==> config.mk <==
export PLATFORM = sky130hd
export DESIGN_NAME = mips_mc_ctrl
export DESIGN_NICKNAME = d
export VERILOG_FILES = /design/src/rtl/mips_pkg.sv /design/src/rtl/mips_mc_outdec.sv /design/src/rtl/mips_mc_ctrl.sv
export SDC_FILE = /design/constraint.sdc
export NUM_CORES = 1
export LEC_CHECK = 0
export CAP_MARGIN = 20
export CORE_MARGIN = 8
export CORE_UTILIZATION = 41
export CTS_CLUSTER_SIZE = 12
export DETAILED_ROUTE_END_ITERATION = 10
export PLACE_DENSITY = 0.88
export SYNTH_ARGS = -nofsm -noshare
export SYNTH_HDL_FRONTEND = slang
export SYNTH_HIERARCHICAL = 1
export SYNTH_SLANG_ARGS = --single-unit
==> constraint.sdc <==
create_clock -name clk -period 1.6 [get_ports clk]
set_input_delay 0.32 -clock clk [delete_from_list [all_inputs] [get_ports clk]]
set_output_delay 0.32 -clock clk [all_outputs]
set_load 0.005 [all_outputs]
==> src/rtl/mips_pkg.sv <==
// Shared definitions for the multicycle MIPS controller.
//   mc_state_t  : 4-bit controller state encoding
//   OP_*        : opcode field values decoded in DECODE / MEMADR
//   ALUOP_*     : aluop encodings consumed by the ALU decoder
//   SRCB_*/PCSRC_* : datapath mux select encodings
//   mc_ctrl_t   : control word produced by the state decoder
package mips_pkg;

    typedef enum logic [3:0] {
        FETCH   = 4'd0,
        DECODE  = 4'd1,
        MEMADR  = 4'd2,
        MEMRD   = 4'd3,
        MEMWB   = 4'd4,
        MEMWR   = 4'd5,
        EXECUTE = 4'd6,
        ALUWB   = 4'd7,
        BRANCH  = 4'd8,
        ADDIEX  = 4'd9,
        ADDIWB  = 4'd10,
        JUMP    = 4'd11
    } mc_state_t;

    localparam logic [5:0] OP_RTYPE = 6'b000000;
    localparam logic [5:0] OP_LW    = 6'b100011;
    localparam logic [5:0] OP_SW    = 6'b101011;
    localparam logic [5:0] OP_BEQ   = 6'b000100;
    localparam logic [5:0] OP_BNE   = 6'b000101;
    localparam logic [5:0] OP_ADDI  = 6'b001000;
    localparam logic [5:0] OP_J     = 6'b000010;

    localparam logic [1:0] ALUOP_ADD   = 2'b00;
    localparam logic [1:0] ALUOP_SUB   = 2'b01;
    localparam logic [1:0] ALUOP_FUNCT = 2'b10;

    localparam logic [1:0] SRCB_REG  = 2'b00;
    localparam logic [1:0] SRCB_FOUR = 2'b01;
    localparam logic [1:0] SRCB_IMM  = 2'b10;
    localparam logic [1:0] SRCB_IMM2 = 2'b11;

    localparam logic [1:0] PCSRC_ALU    = 2'b00;
    localparam logic [1:0] PCSRC_ALUOUT = 2'b01;
    localparam logic [1:0] PCSRC_JUMP   = 2'b10;

    typedef struct packed {
        logic       iord;
        logic       memwrite;
        logic       irwrite;
        logic       regdst;
        logic       memtoreg;
        logic       regwrite;
        logic       alusrca;
        logic [1:0] alusrcb;
        logic [1:0] aluop;
        logic [1:0] pcsrc;
        logic       pcwrite;
        logic       branch;
    } mc_ctrl_t;

endpackage

==> src/rtl/mips_mc_outdec.sv <==
// Combinational state-to-control-word decoder for the multicycle controller.
// Ports:
//   state     in  current controller state
//   mem_ready in  memory handshake; gates the FETCH write enables
//   ctrl      out control word (datapath enables, mux selects, pcwrite, branch)
module mips_mc_outdec
    import mips_pkg::*;
(
    input  mc_state_t state,
    input  logic      mem_ready,
    output mc_ctrl_t  ctrl
);

    always_comb begin
        ctrl = '0;
        case (state)
            FETCH: begin
                ctrl.alusrcb = SRCB_FOUR;
                ctrl.aluop   = ALUOP_ADD;
                ctrl.pcsrc   = PCSRC_ALU;
                // IR and PC only load once the instruction word is actually back.
                ctrl.irwrite = mem_ready;
                ctrl.pcwrite = mem_ready;
            end
            DECODE: begin
                ctrl.alusrcb = SRCB_IMM2;
                ctrl.aluop   = ALUOP_ADD;
            end
            MEMADR: begin
                ctrl.alusrca = 1'b1;
                ctrl.alusrcb = SRCB_IMM;
                ctrl.aluop   = ALUOP_ADD;
            end
            MEMRD: begin
                ctrl.iord = 1'b1;
            end
            MEMWB: begin
                ctrl.memtoreg = 1'b1;
                ctrl.regwrite = 1'b1;
            end
            MEMWR: begin
                // Strobe is held for the whole stall until memory accepts it.
                ctrl.iord     = 1'b1;
                ctrl.memwrite = 1'b1;
            end
            EXECUTE: begin
                ctrl.alusrca = 1'b1;
                ctrl.alusrcb = SRCB_REG;
                ctrl.aluop   = ALUOP_FUNCT;
            end
            ALUWB: begin
                ctrl.regdst   = 1'b1;
                ctrl.regwrite = 1'b1;
            end
            BRANCH: begin
                ctrl.alusrca = 1'b1;
                ctrl.alusrcb = SRCB_REG;
                ctrl.aluop   = ALUOP_SUB;
                ctrl.pcsrc   = PCSRC_ALUOUT;
                ctrl.branch  = 1'b1;
            end
            ADDIEX: begin
                ctrl.alusrca = 1'b1;
                ctrl.alusrcb = SRCB_IMM;
                ctrl.aluop   = ALUOP_ADD;
            end
            ADDIWB: begin
                ctrl.regwrite = 1'b1;
            end
            JUMP: begin
                ctrl.pcsrc   = PCSRC_JUMP;
                ctrl.pcwrite = 1'b1;
            end
            default: ctrl = '0;
        endcase
    end

endmodule

==> src/rtl/mips_mc_ctrl.sv <==
// Multicycle MIPS main controller (Moore FSM with mem_ready stalls).
// Ports:
//   clk, reset (async, active-low; low forces FETCH)
//   op, zero, mem_ready                 : inputs from IR, ALU and memory
//   iord, memwrite, irwrite, regdst, memtoreg, regwrite, alusrca,
//   alusrcb, aluop, pcsrc, pcen         : datapath controls
//   illegal                             : one-cycle pulse in DECODE on unknown opcode
// Configuration macro: MIPS_MC_BNE_EN adds bne (opcode 000101) via the BRANCH
// state with an inverted zero test; when undefined 000101 is illegal.
module mips_mc_ctrl
    import mips_pkg::*;
(
    input  logic       clk,
    input  logic       reset,
    input  logic [5:0] op,
    input  logic       zero,
    input  logic       mem_ready,
    output logic       iord,
    output logic       memwrite,
    output logic       irwrite,
    output logic       regdst,
    output logic       memtoreg,
    output logic       regwrite,
    output logic       alusrca,
    output logic [1:0] alusrcb,
    output logic [1:0] aluop,
    output logic [1:0] pcsrc,
    output logic       pcen,
    output logic       illegal
);

    mc_state_t state, state_next;
    mc_ctrl_t  ctrl;

    always_ff @(posedge clk or negedge reset) begin
        if (!reset) state <= FETCH;
        else        state <= state_next;
    end

    always_comb begin
        state_next = state;
        illegal    = 1'b0;
        case (state)
            FETCH:   if (mem_ready) state_next = DECODE;
            DECODE: begin
                case (op)
                    OP_LW, OP_SW: state_next = MEMADR;
                    OP_RTYPE:     state_next = EXECUTE;
                    OP_BEQ:       state_next = BRANCH;
`ifdef MIPS_MC_BNE_EN
                    OP_BNE:       state_next = BRANCH;
`endif
                    OP_ADDI:      state_next = ADDIEX;
                    OP_J:         state_next = JUMP;
                    default: begin
                        state_next = FETCH;
                        illegal    = 1'b1;
                    end
                endcase
            end
            MEMADR:  state_next = (op == OP_LW) ? MEMRD : MEMWR;
            MEMRD:   if (mem_ready) state_next = MEMWB;
            MEMWB:   state_next = FETCH;
            MEMWR:   if (mem_ready) state_next = FETCH;
            EXECUTE: state_next = ALUWB;
            ALUWB:   state_next = FETCH;
            BRANCH:  state_next = FETCH;
            ADDIEX:  state_next = ADDIWB;
            ADDIWB:  state_next = FETCH;
            JUMP:    state_next = FETCH;
            default: state_next = FETCH;
        endcase
    end

    mips_mc_outdec u_outdec (
        .state     (state),
        .mem_ready (mem_ready),
        .ctrl      (ctrl)
    );

`ifdef MIPS_MC_BNE_EN
    // Remembers that the branch in flight is bne so BRANCH inverts the zero test.
    logic bne_q;

    always_ff @(posedge clk or negedge reset) begin
        if (!reset)                               bne_q <= 1'b0;
        else if (state == DECODE && op == OP_BNE) bne_q <= 1'b1;
        else if (state == FETCH)                  bne_q <= 1'b0;
    end

    assign pcen = ctrl.pcwrite | (ctrl.branch & (zero ^ bne_q));
`else
    assign pcen = ctrl.pcwrite | (ctrl.branch & zero);
`endif

    assign iord     = ctrl.iord;
    assign memwrite = ctrl.memwrite;
    assign irwrite  = ctrl.irwrite;
    assign regdst   = ctrl.regdst;
    assign memtoreg = ctrl.memtoreg;
    assign regwrite = ctrl.regwrite;
    assign alusrca  = ctrl.alusrca;
    assign alusrcb  = ctrl.alusrcb;
    assign aluop    = ctrl.aluop;
    assign pcsrc    = ctrl.pcsrc;

endmodule

# == Word-level counts from Yosys, hierarchy flattened ==
# Cells that the tools add are included.
# word_totals
input_bits,10
register_bits,4
word_cells,50
out_inout_bits,15
# classes
n_mux,19
n_reduce_logical,9
n_bitwise,2
n_eq_ne,19
# op_table
cell,n
$pmux W4 S5,2
$pmux W4 S7,1
$eq A4 B3 Y1 const B,4
$eq A4 B4 Y1 const B,4
$eq A6 B6 Y1 const B,2
$mux W4,3
$mux W1,10
$eq A4 B2 Y1 const B,2
$eq A6 B2 Y1 const B,1
$eq A6 B3 Y1 const B,1
$eq A6 B4 Y1 const B,1
$logic_not A6 Y1,1
$ne A2 B2 Y1 const B,3
$reduce_or A2 Y1,3
$reduce_or A6 Y1,1
$eq A4 B1 Y1 const B,1
$logic_not A4 Y1,1
$pmux W2 S2,1
$reduce_or A4 Y1,1
$mux W3,1
$reduce_and A3 Y1,1
$reduce_or A3 Y1,1
$pmux W1 S2,1
$and A1 B1 Y1,1
$or A1 B1 Y1,1

# == Logic depth before layout (Yosys ltp) ==
# Gate-level depths: netlist of the first run.
# depth
ltp_word,4
mapped_depth,5
depth_no_buf,4

# == By module ==
# The synthesis of the first run kept the hierarchy.
# by_module_without_submodules
module,cells_per_inst,instances,seq_area_each_um2,area_each_um2
mips_mc_ctrl,51,1,100.1,384.1
mips_mc_outdec,31,1,0.0,192.7

# == Worst setup path before layout of the first run ==
# Ideal clock, no wire load.
# synth_timing
kind,register to output
from,register state[2]
to,output port regwrite
setup_slack_ns,0.107
arrival_ns,1.173
path_buffers,1
path_stages_with_launch,4
t_required_ns,1.280
cell_sequence,dfrtp_1 buf_4 or4b_1 o211ai_1
# synth_between
elab_chain_cells,3
word_cells_on_any_way,5
cone_classes,eq/ne (3); mux (1); reduce/logical (1)
# synth_rtl
item,line_no,source
"start, declared",mips_mc_ctrl.sv:32,"mc_state_t state, state_next;"
"start signal, assigned",mips_mc_ctrl.sv:37,else state <= state_next;
$eq A4 B3 Y1 or $eq A4 B4 Y1 (tied branches),mips_mc_outdec.sv:16,case (state)
$reduce_or A3 Y1 (no source line) *,-,
$mux W1 *,mips_mc_outdec.sv:16,
"end, declared",mips_mc_ctrl.sv:23,"output logic regwrite,"
# Every way passes the cells marked *; elsewhere a longest branch is shown, timed or not.

==> qor.yml, run 1 <==
start_util_pct: 44.3
post_drt_wl_per_cell_microns: 16.7
via_count: 855
clk_pin_slew_worst_paths_ns: 0.05
firstDrtPassIters: 4
yosysTopAreaCell: "dfrtp_1"
use_met2_pct: 31.4
reg2reg_slack_ns: -0.05
dp_hpwl_microns: 1490
num_rows: 13
yosysUniqueCellTypes: 36
io_pins: 25
crit_path_max_incr_delay_ns: 0.55
status: "finished, violations left"
tightest_slew_ns: 0.258
synth.area.top_cells: "dfrtp_1 17%, nand2b_1 7.6%, nor2_1 6.5%"
rsz0062_at_grt: "yes"
yosysSeqAreaShare_pct: 17.4
first_iter_violations: 17
drt.antenna.violating_nets: 0
vias_per_cell: 5.82
grt-busiest-layer: "met2"
hold_class: "in -> async"
fin_ws_ns: -0.272
endpoint_kind: "output port"
cts_buffer_depth: 2
drv_slew: 0
crit_arrival_ns: 1.55
fin_crit_ns: 1.87
final_common_cell: "buf_4"
crit_required_ns: 1.28
root_buffer: "clkbuf_4"
gp_congestion: 0.860
ctsHtreeMaxLevel: 1
synth_nets: 92
antenna_found_initial: 0
max_freq_mhz: 534
die-height_microns: 53.5
num_antenna_cells: 0
synth_seq_cells: 4
drc: 0
p_leak_uw: 0.000528
path_class: "reg -> out"
clk_latency_ns: 0.25
r2r-end: "state[1]"
reg.largest.list: "state (4)"
fin_nets: 144
port_buffers: 24
top_register: "state"
dieArea_sq_um: 2860
syn_inst: 82
min_period_over_period_pct: 117
grt_max_degree: 12
ys_warn_count: 6
numCtsBuffers: 3
setup_viol: 14
maxCapViolCount: 0
cts_tree: "yes"
grt_pass1_vias: 852
skew_ns: 0.0146
cp-start-kind: "register"
cts_sinks: 4
cp_max_fo: 4
cp_slowest_cell: "or4b_4"
final.setup.tns_ns: -1.68
grt_pass1_wl_microns: 3710
coreArea_sq_um: 1300
syn_area_per_cell_sq_um: 7.03
overflow: 0
max_slew_margin_pct: 82.7
wl_microns: 2460
cts_hold_buf: 0
r2r-start: "state[1]"
syn_area_sq_um: 577
drive_gt1_share_pct: 53.0
crit_chain: "or4b_4, a21oi_2, a21o_1, buf_2"
die_w_microns: 53.5
ff2ff_path_depth: 6
violations: "setup timing"
use_met3_pct: 6.44
use_met1_pct: 16.3
hold_viol_final: 0
synthDominantCellAreaShare_pct: 17.4
grt_usage_pct: 17.0
irDropWorstVdd_uv: 480
largest_reg_flops: 4
area_delta_synth_final_pct: 95.0
worst_hold_slack_ns: 0.285
layout_common_cells: "21 x buf_4, 13 x buf_2, 11 x buf_6"
p_per_area_nw_per_um2: 561
==> metal layers <==
layer / vias to the layer above / wire, microns
met5: - / 0
met3: 6 / 161
met1: 411 / 976
li1: 400 / -
met4: 0 / 40
met2: 38 / 1280
==> cell families after synthesis <==
family	after synthesis	synth area share, %
AO/OA/AOI/OAI	19	21.0
XOR/XNOR	3	4.56
buffers and inverters	12	11.9
flip-flops	4	17.4
multiplexers	1	1.74
AND/OR/NAND/NOR	43	43.4
==> critical path, delay by kind of cell, from the launching register on <==
family	cells	cell delay, ns
DFF	1	0.42
buffers and inverters	1	0.11
and+or+nand+nor	1	0.55
AOI/OAI and AO/OA	2	0.22
==> where the power goes <==
part           leakage, uW  switching, uW  internal [uW]
Sequential       0.0000524           12.9            110
Combinational     0.000462            166            207
Clock            0.0000138           50.0           84.5
Total             0.000528            229            402
==> cell type report <==
| type | count | area [sq um] |
|---|---|---|
| Timing Repair Buffer | 55 | 440 |
| Clock buffer | 3 | 22.5 |
| Sequential cell | 4 | 101 |
| Inverter | 4 | 15.0 |
| Multi-Input combinational cell | 66 | 527 |
| Tap cell | 15 | 18.8 |
| Fill cell | 71 | 176 |
==> synthesized netlist by cell type (all sizes together) <==
library cell	number
a21o	1
and2	1
a31oi	1
o32ai	1
nand3	2
or4b	2
o211ai	1
or2	1
inv	4
nor3b	1
or3b	1
mux2i	1
o311ai	1
nor2b	1
o31a	1
o21ai	5
dfrtp	4
nor2	10
and2b	1
buf	7
o211a	1
nor4	5
nand2	1
xnor2	2
o22a	1
nor3	6
nand2b	7
xor2	1
or4	2
nand4b	1
or2b	1
a21oi	6
clkbuf	1
==> how the worst max path moves through the flow <==
stage	end	cells after the start	from
5_1_grt	illegal	5	state[1]
4_1_cts	pcen	4	state[0]
3_5_place_dp	illegal	5	op[1]
2_1_floorplan	regwrite	3	state[2]
6_report	pcen	4	state[1]
3_3_place_gp	illegal	5	op[1]
==> through the flow <==
| step | instances | setup slack, ns | instance area (sq um) | util [%] | power [uW] |
|---|---|---|---|---|---|
| floorplan | 82 | 0.107 | 577 | - | 247 |
| global placement | 133 | -0.659 | 932 | 71.6 | 390 |
| detailed placement | 133 | -0.712 | 932 | 71.6 | 400 |
| CTS | 146 | -0.254 | 1050 | 80.4 | 573 |
| global route | 147 | -0.344 | 1120 | 86.4 | 668 |
| finish | 147 | -0.272 | 1120 | 86.4 | 631 |
==> what timing repair did <==
item	4_1_cts	5_1_grt
setup buffers	11	1
resized for setup	79	22
pin swaps	10	8
setup endpoints to repair	18	18
endpoints found under the hold margin	0	0
No activity file was read; power rests on OpenSTA's default activity.
==> run 2: changes to the inputs <==
HOLD_SLACK_MARGIN = 0.05   (was default)
==> results of run 2 <==
The final DEF is identical to that of run 1; final timing and power are the same.
